===== config.mk =====
export PLATFORM = sky130hd
export DESIGN_NAME = vga_sync
export DESIGN_NICKNAME = d
export VERILOG_FILES = /design/src/rtl/vga_sync.sv
export SDC_FILE = /design/constraint.sdc
export NUM_CORES = 1
export LEC_CHECK = 0
export ABC_AREA = 1
export CORE_MARGIN = 5
export CORE_UTILIZATION = 54
export DETAILED_ROUTE_END_ITERATION = 8
export PLACE_DENSITY_LB_ADDON = 0.1
export SLEW_MARGIN = 20
export SYNTH_ARGS = -nofsm -noshare
export SYNTH_HDL_FRONTEND = slang
export SYNTH_SLANG_ARGS = --single-unit

===== constraint.sdc =====
create_clock -name clk -period 3.15 [get_ports clk]
set_input_delay 0.4725 -clock clk [delete_from_list [all_inputs] [get_ports clk]]
set_output_delay 0.4725 -clock clk [all_outputs]
set_load 0.02 [all_outputs]

===== src/rtl/vga_sync.sv =====
// 640x480 VGA timing generator: pixel strobe, hc/vc counters, sync/blank decode, frame tick.
// Optional frame counter output enabled by VGA_FRAME_CNT_EN.
module vga_sync #(
    parameter int unsigned CLK_DIV = 4,
    parameter int unsigned H_TOTAL = 800,
    parameter int unsigned V_TOTAL = 521,
    parameter int unsigned H_PULSE = 96,
    parameter int unsigned V_PULSE = 2,
    parameter int unsigned HBP     = 144,
    parameter int unsigned HFP     = 784,
    parameter int unsigned VBP     = 31,
    parameter int unsigned VFP     = 511
) (
    input  logic       clk,
    input  logic       rst_n,
    output logic       pix_en,
    output logic [9:0] hc,
    output logic [9:0] vc,
    output logic       hsync,
    output logic       vsync,
    output logic       video_on,
    output logic       frame_tick
`ifdef VGA_FRAME_CNT_EN
   ,output logic [15:0] frame_cnt
`endif
);

    localparam int unsigned DIV_W = (CLK_DIV > 1) ? $clog2(CLK_DIV) : 1;
    localparam logic [DIV_W-1:0] DIV_LAST = DIV_W'(CLK_DIV - 1);
    localparam logic [9:0] H_LAST  = 10'(H_TOTAL - 1);
    localparam logic [9:0] V_LAST  = 10'(V_TOTAL - 1);
    localparam logic [9:0] H_PW    = 10'(H_PULSE);
    localparam logic [9:0] V_PW    = 10'(V_PULSE);
    localparam logic [9:0] H_VIS_S = 10'(HBP);
    localparam logic [9:0] H_VIS_E = 10'(HFP);
    localparam logic [9:0] V_VIS_S = 10'(VBP);
    localparam logic [9:0] V_VIS_E = 10'(VFP);
    localparam logic [9:0] V_TICK  = 10'(VFP - 1);

    logic [DIV_W-1:0] div_cnt_q, div_cnt_d;
    logic [9:0]       hc_q, hc_d;
    logic [9:0]       vc_q, vc_d;
    logic             frame_tick_q, frame_tick_d;
    logic             pix_en_w;
    logic             line_end;

    // With CLK_DIV=1 DIV_LAST is 0, so the strobe is permanently high.
    assign pix_en_w = (div_cnt_q == DIV_LAST);
    assign line_end = (hc_q == H_LAST);

    always_comb begin
        div_cnt_d    = pix_en_w ? '0 : div_cnt_q + 1'b1;
        hc_d         = hc_q;
        vc_d         = vc_q;
        frame_tick_d = 1'b0;
        if (pix_en_w) begin
            if (line_end) begin
                hc_d = '0;
                vc_d = (vc_q == V_LAST) ? '0 : vc_q + 10'd1;
                frame_tick_d = (vc_q == V_TICK);
            end else begin
                hc_d = hc_q + 10'd1;
            end
        end
    end

    always_ff @(posedge clk) begin
        if (!rst_n) begin
            div_cnt_q    <= '0;
            hc_q         <= '0;
            vc_q         <= '0;
            frame_tick_q <= 1'b0;
        end else begin
            div_cnt_q    <= div_cnt_d;
            hc_q         <= hc_d;
            vc_q         <= vc_d;
            frame_tick_q <= frame_tick_d;
        end
    end

`ifdef VGA_FRAME_CNT_EN
    logic [15:0] frame_cnt_q, frame_cnt_d;

    always_comb begin
        frame_cnt_d = frame_cnt_q;
        if (frame_tick_d) frame_cnt_d = frame_cnt_q + 16'd1;
    end

    always_ff @(posedge clk) begin
        if (!rst_n) frame_cnt_q <= '0;
        else        frame_cnt_q <= frame_cnt_d;
    end

    assign frame_cnt = frame_cnt_q;
`endif

    assign pix_en     = pix_en_w;
    assign hc         = hc_q;
    assign vc         = vc_q;
    assign hsync      = ~(hc_q < H_PW);
    assign vsync      = ~(vc_q < V_PW);
    assign video_on   = (hc_q >= H_VIS_S) && (hc_q < H_VIS_E) &&
                        (vc_q >= V_VIS_S) && (vc_q < V_VIS_E);
    assign frame_tick = frame_tick_q;

endmodule


==> flow_metrics.py, run 1 <==
metrics = {
    "status": {
        "result_of_the_run": "completed",
    },
    "routing": {
        "initialDrtViolationCount": 58,
        "top_layer_used": "met4",
        "drt_first_pass_iters": 4,
        "met1Wirelength_mm": 1.430,
        "drt_drc_violations_left": 0,
        "routed_wl_mm": 3.117,
        "ant_nets": 0,
        "drt-vias-per-instance": 5.263,
        "routed-wl-met2_mm": 1.454,
        "num_vias": 1279,
        "routed-wl-met3_um": 193,
        "drt-wirelength-per-cell_um": 12.83,
    },
    "critical_path": {
        "worst_path_most_repeated_cell": "sky130_fd_sc_hd__nor2_1",
        "timing.critical_path.cells": "ha_1, inv_1, nor2_1, nand2_1, nand3b_1, nand3_1, nor2_1, clkdlybuf4s50_1",
        "crit_arrival_ps": 2290,
        "worstPathRequired_ps": 2680,
        "critical_path_peak_fanout": 6,
        "worst-path-buf-inv": 2,
        "critPathMaxStageDelay_ps": 600,
        "cpMaxStageDelayCell": "sky130_fd_sc_hd__clkdlybuf4s50_1",
        "end_kind": "output port",
        "worstSetupStartpointType": "flip-flop",
        "crit-reg2reg-launch": "hc[0]$_SDFFE_PN0P_",
        "critical_path.startpoint": "vc[1]$_SDFFE_PN0P_",
        "timing.critical_path.max_delay_family": "buffers and inverters",
        "critPathKind": "reg2out",
    },
    "floorplanning": {
        "floorplan.die.width_um": 59.40,
        "core-area_sq_um": 2276,
        "initial_core_util_pct": 57.89,
        "placement_rows": 17,
        "floorplan.io_pins": 27,
        "die_height_um": 59.40,
        "die-area_sq_um": 3528,
    },
    "clock_network": {
        "htree_num_levels": 1,
        "cts.root.buffer_cell": "sky130_fd_sc_hd__clkbuf_4",
        "worst_setup_hold_path_clk_slew_ps": 130,
        "post_cts_resize_count": 0,
        "cts_tree": "yes",
        "hold_buffers": 0,
        "clkLatencyLatePin_ps": 320,
        "clock_sink_count": 23,
        "cts_buffers": 3,
        "cts_setup_buffers": 0,
        "clock_tree.buffer_depth": 2,
    },
    "placement": {
        "final_replace_weighted_congestion": 0.9480,
        "placed_cell_area_sq_um": 1598,
        "place.port_buffers": 26,
        "detailedPlacementHpwl_mm": 2.389,
        "pre_cts_slack_ps": 746.5,
    },
    "synth": {
        "count_of_flip_flops_with_a_built_in_enable_after_synthesis": 0,
        "ys.flop_type": "sky130_fd_sc_hd__dfxtp_1",
        "post_synth_inst_count": 187,
        "synth_async_sr_flop_share_pct": 0,
        "synth_sequential_area_ratio_pct": 34.95,
        "syn_avg_cell_area_sq_um": 7.046,
        "synth_seq_cells": 23,
        "synth_warnings": 0,
        "yosysUniqueCellTypes": 25,
        "post_synth_instance_area_sq_um": 1318,
        "synth_nets": 195,
    },
    "sta": {
        "timing.final.crit_period_ps": 2760,
        "fin_worst_hold_slack_ps": 438.1,
        "grt_setup_unrepaired": "false",
        "timing.final.hold_violations": 0,
        "setup-violations-final": 0,
        "number_of_max_slew_violations_in_the_final_report": 0,
        "skew_ps": 1.916,
        "slew-limit-headroom_pct": 77.09,
        "totalNegativeSetupSlack_ps": 0,
        "tightest_slew_ps": 342.5,
        "postLayoutSetupSlackWorst_ps": 390.1,
        "fmax_ghz": 0.3623,
        "min_period_over_period_pct": 87.62,
    },
    "finish": {
        "fin_area_sq_um": 1625,
        "num_antenna_cells": 0,
        "area.growth.synth_to_final_pct": 23.36,
        "layout-drive-gt1-share_pct": 8.837,
        "final-seq-area_sq_um": 460.4,
        "total_area_of_multi_input_combinational_cells_sq_um": 755.7,
        "nNetsFinal": 224,
        "fillerInstances": 200,
    },
    "power_and_ir_drop": {
        "maximum_vdd_ir_drop_mv": 0.2655,
        "power_density_nw_per_um2": 289.0,
        "leakagePower_nw": 0.6528,
    },
    "worst_hold_path": {
        "holdCritPathClass": "reg2reg",
        "min-delay-start": "div_cnt_q[0]$_SDFF_PP0_",
    },
    "global_routing": {
        "combined_global_route_utilization_of_all_metal_layers_pct": 19.97,
        "grt_antenna_before_repair": 0,
        "grt_pass1_wl_mm": 5.464,
        "vias_in_the_first_global_route": 1286,
        "largest_net_degree_at_the_start_of_global_routing": 14,
        "global_route.overflow_total": 0,
    },
    "run": {
        "total_of_max_cap_violations": 0,
    },
}
==> cell type report <==
type / count / area share, %
sequential: 23 / 28.33
multi-input combinational: 139 / 46.50
tap: 28 / 2.156
clock inverter: 1 / 0.3079
timing repair buffer: 26 / 16.01
clock buffer: 3 / 1.386
inverter: 23 / 5.312
==> synth_stat cells (2+ instances only) <==
| cell type | number | share of area (%) |
|---|---|---|
| sky130_fd_sc_hd__a21oi_1 | 11 | 4.2 |
| sky130_fd_sc_hd__xor2_1 | 2 | 1.3 |
| sky130_fd_sc_hd__nand3b_1 | 2 | 1.1 |
| sky130_fd_sc_hd__inv_2 | 2 | 0.57 |
| sky130_fd_sc_hd__nor2_1 | 27 | 7.7 |
| sky130_fd_sc_hd__dfxtp_1 | 23 | 35 |
| sky130_fd_sc_hd__o21ai_0 | 5 | 1.9 |
| sky130_fd_sc_hd__nor2_4 | 4 | 3.4 |
| sky130_fd_sc_hd__inv_1 | 21 | 6.0 |
| sky130_fd_sc_hd__nand3_2 | 3 | 2.3 |
| sky130_fd_sc_hd__or2_2 | 2 | 0.95 |
| sky130_fd_sc_hd__nor3_1 | 7 | 2.7 |
| sky130_fd_sc_hd__ha_1 | 6 | 5.7 |
| sky130_fd_sc_hd__nand4_1 | 6 | 2.8 |
| sky130_fd_sc_hd__nand2_4 | 2 | 1.7 |
| sky130_fd_sc_hd__nand2_1 | 40 | 11 |
| sky130_fd_sc_hd__nand3_1 | 16 | 6.1 |
==> registers in the layout, indices dropped and copies added, names as in the netlist <==
signal / cells
frame_tick: 1
vc: 10
hc: 10
div_cnt_q: 2
==> power breakdown <==
group	total (W)	internal [W]	switching, W
Combinational	0.0000285	0.00000987	0.0000186
Sequential	0.000298	0.000295	0.00000249
Clock	0.000144	0.0000477	0.0000959
==> through the flow <==
stage          instances  util, %  power [W]
2_1_floorplan        187        -  0.0003227
3_3_place_gp         239    70.20  0.0003312
3_5_place_dp         239    70.20  0.0003328
4_1_cts              243    71.41  0.0004710
5_1_grt              243    71.41  0.0004947
6_report             243    71.41  0.0004697
==> path summary, 6_finish.rpt <==
check	cells past startpoint	slack, ps	end
worst max-delay path	8	390	video_on
worst min-delay path	1	440	div_cnt_q[0]$_SDFF_PP0_
worst max register to register	8	1560	vc[9]$_SDFFE_PN0P_
worst min register to register	1	440	div_cnt_q[0]$_SDFF_PP0_
==> per-layer routing <==
metal,global-route usage (%),vias up
met5,0,-
met4,8.091,0
met3,5.011,5
met2,31.20,38
met1,26.02,573
li1,-,663
==> cells in the final DEF, fill, tap and decap left out <==
cell type and n:
sky130_fd_sc_hd__a21oi_1 11, sky130_fd_sc_hd__a31oi_1 1, sky130_fd_sc_hd__clkbuf_4 3, sky130_fd_sc_hd__clkdlybuf4s50_1 26, sky130_fd_sc_hd__clkinv_2 1, sky130_fd_sc_hd__dfxtp_1 23
sky130_fd_sc_hd__ha_1 6, sky130_fd_sc_hd__inv_1 21, sky130_fd_sc_hd__inv_2 2, sky130_fd_sc_hd__nand2_1 40, sky130_fd_sc_hd__nand2_2 1, sky130_fd_sc_hd__nand2_4 2
sky130_fd_sc_hd__nand3_1 16, sky130_fd_sc_hd__nand3_2 3, sky130_fd_sc_hd__nand3_4 1, sky130_fd_sc_hd__nand3b_1 2, sky130_fd_sc_hd__nand4_1 6, sky130_fd_sc_hd__nor2_1 27
sky130_fd_sc_hd__nor2_4 4, sky130_fd_sc_hd__nor3_1 7, sky130_fd_sc_hd__nor3b_1 1, sky130_fd_sc_hd__o21ai_0 5, sky130_fd_sc_hd__o21bai_1 1, sky130_fd_sc_hd__or2_2 2
sky130_fd_sc_hd__xnor2_1 1, sky130_fd_sc_hd__xor2_1 2
==> logic make-up (layout without fill, tap and decap cells) <==
family | Yosys count | in the layout | share of synthesized area, %
xor gates and xnor gates | 3 | 3 | 1.995
adders and majority gates | 6 | 6 | 5.698
AOI/OAI and AO/OA | 18 | 18 | 7.123
buffers and inverters | 25 | 53 | 7.693
and+or+nand+nor | 112 | 112 | 42.55
DFF | 23 | 23 | 34.95
No activity file was read; power rests on OpenSTA's default activity.
==> run 2, diff against run 1 <==
ABC_AREA = unset   (was 1)
CORE_UTILIZATION = 52   (was 54)
==> flow_metrics.py, run 2 <==
metrics = {
    "finish": {
        "nNetsFinal": 175,
        "layout.cells.most_common": "sky130_fd_sc_hd__clkdlybuf4s50_1",
        "final_core_utilization_pct": 67.50,
        "commonest_cells_after_routing_fill_and_taps_aside": "26 x sky130_fd_sc_hd__clkdlybuf4s50_1, 23 x sky130_fd_sc_hd__dfxtp_1, 10 x sky130_fd_sc_hd__inv_1, 10 x sky130_fd_sc_hd__nand3_1, 9 x sky130_fd_sc_hd__a21oi_1",
        "final-seq-area_sq_um": 460.4,
        "num_antenna_cells": 0,
        "fillerInstances": 197,
        "layout-drive-gt1-share_pct": 4.217,
        "total_area_of_multi_input_combinational_cells_sq_um": 658.1,
        "area.growth.synth_to_final_pct": 24.55,
    },
    "critical_path": {
        "worstPathRequired_ps": 2680,
        "critical_path.reg2reg.endpoint": "vc[9]$_SDFFE_PN0P_",
        "end_kind": "output port",
        "critical_path_peak_fanout": 7,
        "crit_arrival_ps": 2100,
        "timing.reg2reg.setup_slack_ps": 840,
        "ff2ff_path_depth": 5,
        "critPathKind": "reg2out",
        "crit-reg2reg-launch": "div_cnt_q[0]$_SDFF_PP0_",
        "worstSetupStartpointType": "flip-flop",
    },
    "floorplanning": {
        "placement_rows": 17,
        "die_height_um": 57.79,
        "floorplan.die.width_um": 57.79,
        "floorplan.io_pins": 27,
        "die-area_sq_um": 3339,
        "core-area_sq_um": 2191,
        "initial_core_util_pct": 54.20,
    },
    "clock_network": {
        "clock_sink_count": 23,
        "post_cts_resize_count": 0,
        "cts_buffers": 3,
        "cts.root.buffer_cell": "sky130_fd_sc_hd__clkbuf_4",
        "worst_setup_hold_path_clk_slew_ps": 130,
        "cts_setup_buffers": 0,
        "htree_num_levels": 1,
        "hold_buffers": 0,
        "clkLatencyLatePin_ps": 320,
        "clock_tree.buffer_depth": 2,
        "cts_tree": "yes",
    },
    "synth": {
        "synth_top_cells_by_count": "23 x sky130_fd_sc_hd__dfxtp_1, 10 x sky130_fd_sc_hd__inv_1, 10 x sky130_fd_sc_hd__nand3_1",
        "yosysUniqueCellTypes": 33,
        "synth_most_common_cell": "sky130_fd_sc_hd__dfxtp_1",
        "synth_sequential_area_ratio_pct": 38.78,
        "post_synth_main_area_contributors": "sky130_fd_sc_hd__dfxtp_1 39%, sky130_fd_sc_hd__ha_1 6.3%, sky130_fd_sc_hd__xnor2_1 4.4%",
        "post_synth_inst_count": 142,
        "post-synth-top-area-cell": "sky130_fd_sc_hd__dfxtp_1",
        "synth_seq_cells": 23,
        "synth_nets": 150,
        "syn_avg_cell_area_sq_um": 8.362,
        "synth_async_sr_flop_share_pct": 0,
        "count_of_flip_flops_with_a_built_in_enable_after_synthesis": 0,
        "synth_warnings": 0,
        "ys.flop_type": "sky130_fd_sc_hd__dfxtp_1",
        "post_synth_instance_area_sq_um": 1187,
        "synth_top_cell_area_share_pct": 38.78,
    },
    "routing": {
        "drt-vias-per-instance": 5.619,
        "drt-wirelength-per-cell_um": 14.15,
        "ant_nets": 0,
        "initialDrtViolationCount": 27,
        "routed_wl_mm": 2.746,
        "num_vias": 1090,
        "drt_drc_violations_left": 0,
        "drt_first_pass_iters": 4,
    },
    "global_routing": {
        "vias_in_the_first_global_route": 1028,
        "global_route.overflow_total": 0,
        "combined_global_route_utilization_of_all_metal_layers_pct": 17.31,
        "largest_net_degree_at_the_start_of_global_routing": 20,
        "grt_pass1_wl_mm": 4.588,
        "grt_antenna_before_repair": 0,
    },
    "run": {
        "total_of_max_cap_violations": 0,
    },
    "sta": {
        "number_of_max_slew_violations_in_the_final_report": 0,
        "timing.final.hold_violations": 0,
        "slew-limit-headroom_pct": 73.34,
        "min_period_over_period_pct": 81.70,
        "totalNegativeSetupSlack_ps": 0,
        "fmax_ghz": 0.3886,
        "fin_worst_hold_slack_ps": 433.8,
        "skew_ps": 4.551,
        "setup-violations-final": 0,
        "timing.final.crit_period_ps": 2574,
        "tightest_slew_ps": 398.6,
        "grt_setup_unrepaired": "false",
    },
    "power_and_ir_drop": {
        "total_power_w": 0.0004595,
        "leakagePower_nw": 0.4921,
        "power_density_nw_per_um2": 310.7,
        "maximum_vdd_ir_drop_mv": 0.2323,
    },
    "placement": {
        "final_replace_weighted_congestion": 0.7484,
        "detailedPlacementHpwl_mm": 2.029,
        "place.port_buffers": 26,
    },
    "worst_hold_path": {
        "min_delay_path_depth": 1,
        "holdCritPathClass": "reg2reg",
        "min-delay-start": "div_cnt_q[0]$_SDFF_PP0_",
        "holdPathEnd": "div_cnt_q[0]$_SDFF_PP0_",
    },
    "status": {
        "result_of_the_run": "completed",
    },
}
==> run 2: cell type report <==
| type | count | area share, % |
|---|---|---|
| Multi-Input combinational cell | 103 | 44.50 |
| Sequential cell | 23 | 31.13 |
| Timing Repair Buffer | 26 | 17.60 |
| Inverter | 10 | 2.538 |
| Tap cell | 28 | 2.369 |
| Clock buffer | 3 | 1.523 |
| Clock inverter | 1 | 0.3384 |
==> run 2: worst max-delay path by stage <==
| stage | start | to | slack [ps] | cells past startpoint |
|---|---|---|---|---|
| floorplan | hc[1]$_SDFFE_PN0P_ | vc[7]$_SDFFE_PN0P_ | 1010 | 6 |
| global placement | div_cnt_q[0]$_SDFF_PP0_ | vc[9]$_SDFFE_PN0P_ | 940 | 5 |
| detailed placement | div_cnt_q[0]$_SDFF_PP0_ | vc[7]$_SDFFE_PN0P_ | 880 | 5 |
| CTS | vc[5]$_SDFFE_PN0P_ | video_on | 570 | 4 |
| global route | vc[1]$_SDFFE_PN0P_ | video_on | 460 | 4 |
| finish | vc[1]$_SDFFE_PN0P_ | video_on | 580 | 4 |
==> run 2: cell families after synthesis <==
kind of cell               share of synthesized area, %
AOI/OAI and AO/OA                                 11.91
xor gates and xnor gates                          5.901
adders and majority gates                         6.322
buffers and inverters                             5.795
DFF                                               38.78
and+or+nand+nor                                   31.30
==> run 2: critical path: stages (launching register included) <==
cell and delay (ps):
sky130_fd_sc_hd__dfxtp_1 480, sky130_fd_sc_hd__ha_1 300, sky130_fd_sc_hd__a21oi_1 100, sky130_fd_sc_hd__nor4_1 260
sky130_fd_sc_hd__clkdlybuf4s50_1 640
==> run 2: layer usage <==
metal / GRT usage [%] / part of all wire, %
met5: 0 / 0
met4: 5.960 / 1.3
met3: 2.227 / 4.9
met2: 30.16 / 48
met1: 21.82 / 46
==> run 2: stage by stage <==
stage,instances,setup WS (ps),cell area (sq um)
finish,194,576.4,1479
global route,194,455.2,1479
CTS,194,573.9,1479
detailed placement,190,877.5,1451
global placement,190,941.9,1451
floorplan,142,1006,1187
==> run 2: power breakdown <==
part	switching, W	internal, W
combinational	0.0000135	0.00000969
clock	0.0000909	0.0000476
sequential	0.00000258	0.000295
==> run 3, diff against run 2 <==
CORE_UTILIZATION = 49   (was 52)
clock period = 2.5 ns   (was 3.15 ns; I/O delays follow)
==> flow_metrics.py, run 3 (synthesis results as in run 2) <==
metrics = {
    "status": {
        "result_of_the_run": "completed",
    },
    "floorplanning": {
        "core-area_sq_um": 2255,
        "die_height_um": 59.23,
        "placement_rows": 17,
        "die-area_sq_um": 3508,
        "floorplan.io_pins": 27,
        "initial_core_util_pct": 52.66,
        "floorplan.die.width_um": 59.23,
    },
    "critical_path": {
        "end_kind": "output port",
        "critical_path_peak_fanout": 8,
        "critical_path_depth": 4,
        "timing.critical_path.cells": "or4_1, a21oi_1, nor4_1, dlygate4sd2_1",
        "critPathMaxStageDelay_ps": 600,
        "worst-path-buf-inv": 1,
        "critical_path.startpoint": "vc[5]$_SDFFE_PN0P_",
        "critical_path.reg2reg.endpoint": "vc[9]$_SDFFE_PN0P_",
        "crit-reg2reg-launch": "hc[0]$_SDFFE_PN0P_",
        "cpMaxStageDelayCell": "sky130_fd_sc_hd__or4_1",
        "timing.critical_path.max_delay_family": "simple AND/OR/NAND/NOR gates",
        "worstPathRequired_ps": 2120,
        "timing.reg2reg.setup_slack_ps": 350,
        "crit_arrival_ps": 1870,
        "worstSetupStartpointType": "flip-flop",
        "critPathKind": "reg2out",
        "ff2ff_path_depth": 5,
    },
    "clock_network": {
        "worst_setup_hold_path_clk_slew_ps": 130,
        "clock_tree.buffer_depth": 2,
        "hold_buffers": 0,
        "clock_sink_count": 23,
        "cts_setup_buffers": 0,
        "clkLatencyLatePin_ps": 320,
        "htree_num_levels": 1,
        "cts_buffers": 3,
        "cts.root.buffer_cell": "sky130_fd_sc_hd__clkbuf_4",
        "cts_tree": "yes",
    },
    "global_routing": {
        "grt_pass1_wl_mm": 4.519,
        "grt_antenna_before_repair": 0,
        "combined_global_route_utilization_of_all_metal_layers_pct": 16.54,
        "largest_net_degree_at_the_start_of_global_routing": 20,
        "global_route.overflow_total": 0,
        "vias_in_the_first_global_route": 1030,
    },
    "routing": {
        "drt_drc_violations_left": 0,
        "ant_nets": 0,
        "drt-vias-per-instance": 5.764,
        "initialDrtViolationCount": 18,
        "drt-wirelength-per-cell_um": 14.09,
        "routed_wl_mm": 2.748,
        "drt_first_pass_iters": 4,
        "num_vias": 1124,
    },
    "placement": {
        "detailedPlacementHpwl_mm": 2.022,
        "place.port_buffers": 26,
        "final_replace_weighted_congestion": 0.7375,
        "placedCellCount": 191,
    },
    "finish": {
        "final-seq-area_sq_um": 460.4,
        "post_layout_nonfiller_instances": 195,
        "total_area_of_multi_input_combinational_cells_sq_um": 658.1,
        "fillerInstances": 214,
        "nNetsFinal": 176,
        "area.growth.synth_to_final_pct": 25.18,
        "commonest_cells_after_routing_fill_and_taps_aside": "24 x sky130_fd_sc_hd__clkdlybuf4s50_1, 23 x sky130_fd_sc_hd__dfxtp_1, 10 x sky130_fd_sc_hd__inv_1, 10 x sky130_fd_sc_hd__nand3_1, 9 x sky130_fd_sc_hd__a21oi_1",
        "layout.cells.most_common": "sky130_fd_sc_hd__clkdlybuf4s50_1",
        "layout-drive-gt1-share_pct": 4.192,
        "num_antenna_cells": 0,
    },
    "power_and_ir_drop": {
        "maximum_vdd_ir_drop_mv": 0.2940,
        "leakagePower_nw": 0.5184,
        "power_density_nw_per_um2": 391.9,
    },
    "sta": {
        "setup-violations-final": 0,
        "grt_setup_unrepaired": "false",
        "totalNegativeSetupSlack_ps": 0,
        "timing.final.hold_violations": 0,
        "fin_worst_hold_slack_ps": 438.4,
        "number_of_max_slew_violations_in_the_final_report": 0,
        "tightest_slew_ps": 417.4,
        "min_period_over_period_pct": 89.95,
        "fmax_ghz": 0.4447,
        "slew-limit-headroom_pct": 72.08,
        "skew_ps": 11.63,
        "timing.final.crit_period_ps": 2249,
    },
    "run": {
        "total_of_max_cap_violations": 0,
    },
    "worst_hold_path": {
        "holdCritPathClass": "reg2reg",
        "min_delay_path_depth": 1,
        "min-delay-start": "div_cnt_q[0]$_SDFF_PP0_",
        "holdPathEnd": "div_cnt_q[0]$_SDFF_PP0_",
    },
}
==> run 3: worst max path at each step <==
| stage | to | slack (ps) |
|---|---|---|
| 2_1_floorplan | vc[7]$_SDFFE_PN0P_ | 360 |
| 4_1_cts | vsync | 50 |
| 5_1_grt | video_on | 150 |
| 3_5_place_dp | video_on | 320 |
| 6_report | video_on | 250 |
| 3_3_place_gp | video_on | 390 |
==> run 3: area by class of cell <==
cell class	instances	area share (%)
Multi-Input combinational cell	103	44.28
Sequential cell	23	30.98
Timing Repair Buffer	27	18.10
Inverter	10	2.525
Tap cell	28	2.357
Clock buffer	4	1.768
==> run 3: power by group <==
group	total [W]	leakage [nW]	internal [W]	switching [W]
clock	0.000176	0.0150	0.0000623	0.000114
combinational	0.0000313	0.318	0.0000133	0.0000180
sequential	0.000375	0.186	0.000372	0.00000332
total	0.000582	0.518	0.000448	0.000135
==> run 3: stage by stage <==
stage          worst slack [ps]  cell area (sq um)  total power (W)  utilization [%]
2_1_floorplan             356.3               1187        0.0004019                -
3_3_place_gp              394.0               1459        0.0004126            64.71
3_5_place_dp              316.4               1459        0.0004147            64.71
4_1_cts                   50.87               1484        0.0005838            65.82
5_1_grt                   152.3               1486        0.0006039            65.93
6_report                  251.2               1486        0.0005825            65.93
==> run 3: metal layers <==
metal | share of wire [%] | global-route usage [%] | vias up
met2 | 46 | 26.99 | 30
li1 | - | - | 562
met4 | 1.5 | 6.472 | 0
met5 | 0 | 0 | -
met3 | 4.3 | 3.486 | 5
met1 | 48 | 21.08 | 527
==> run 3: what timing repair did <==
item                       in CTS  in global routing
pin swaps                       0                  0
setup endpoints to repair       1                  1
resized for setup               1                  1
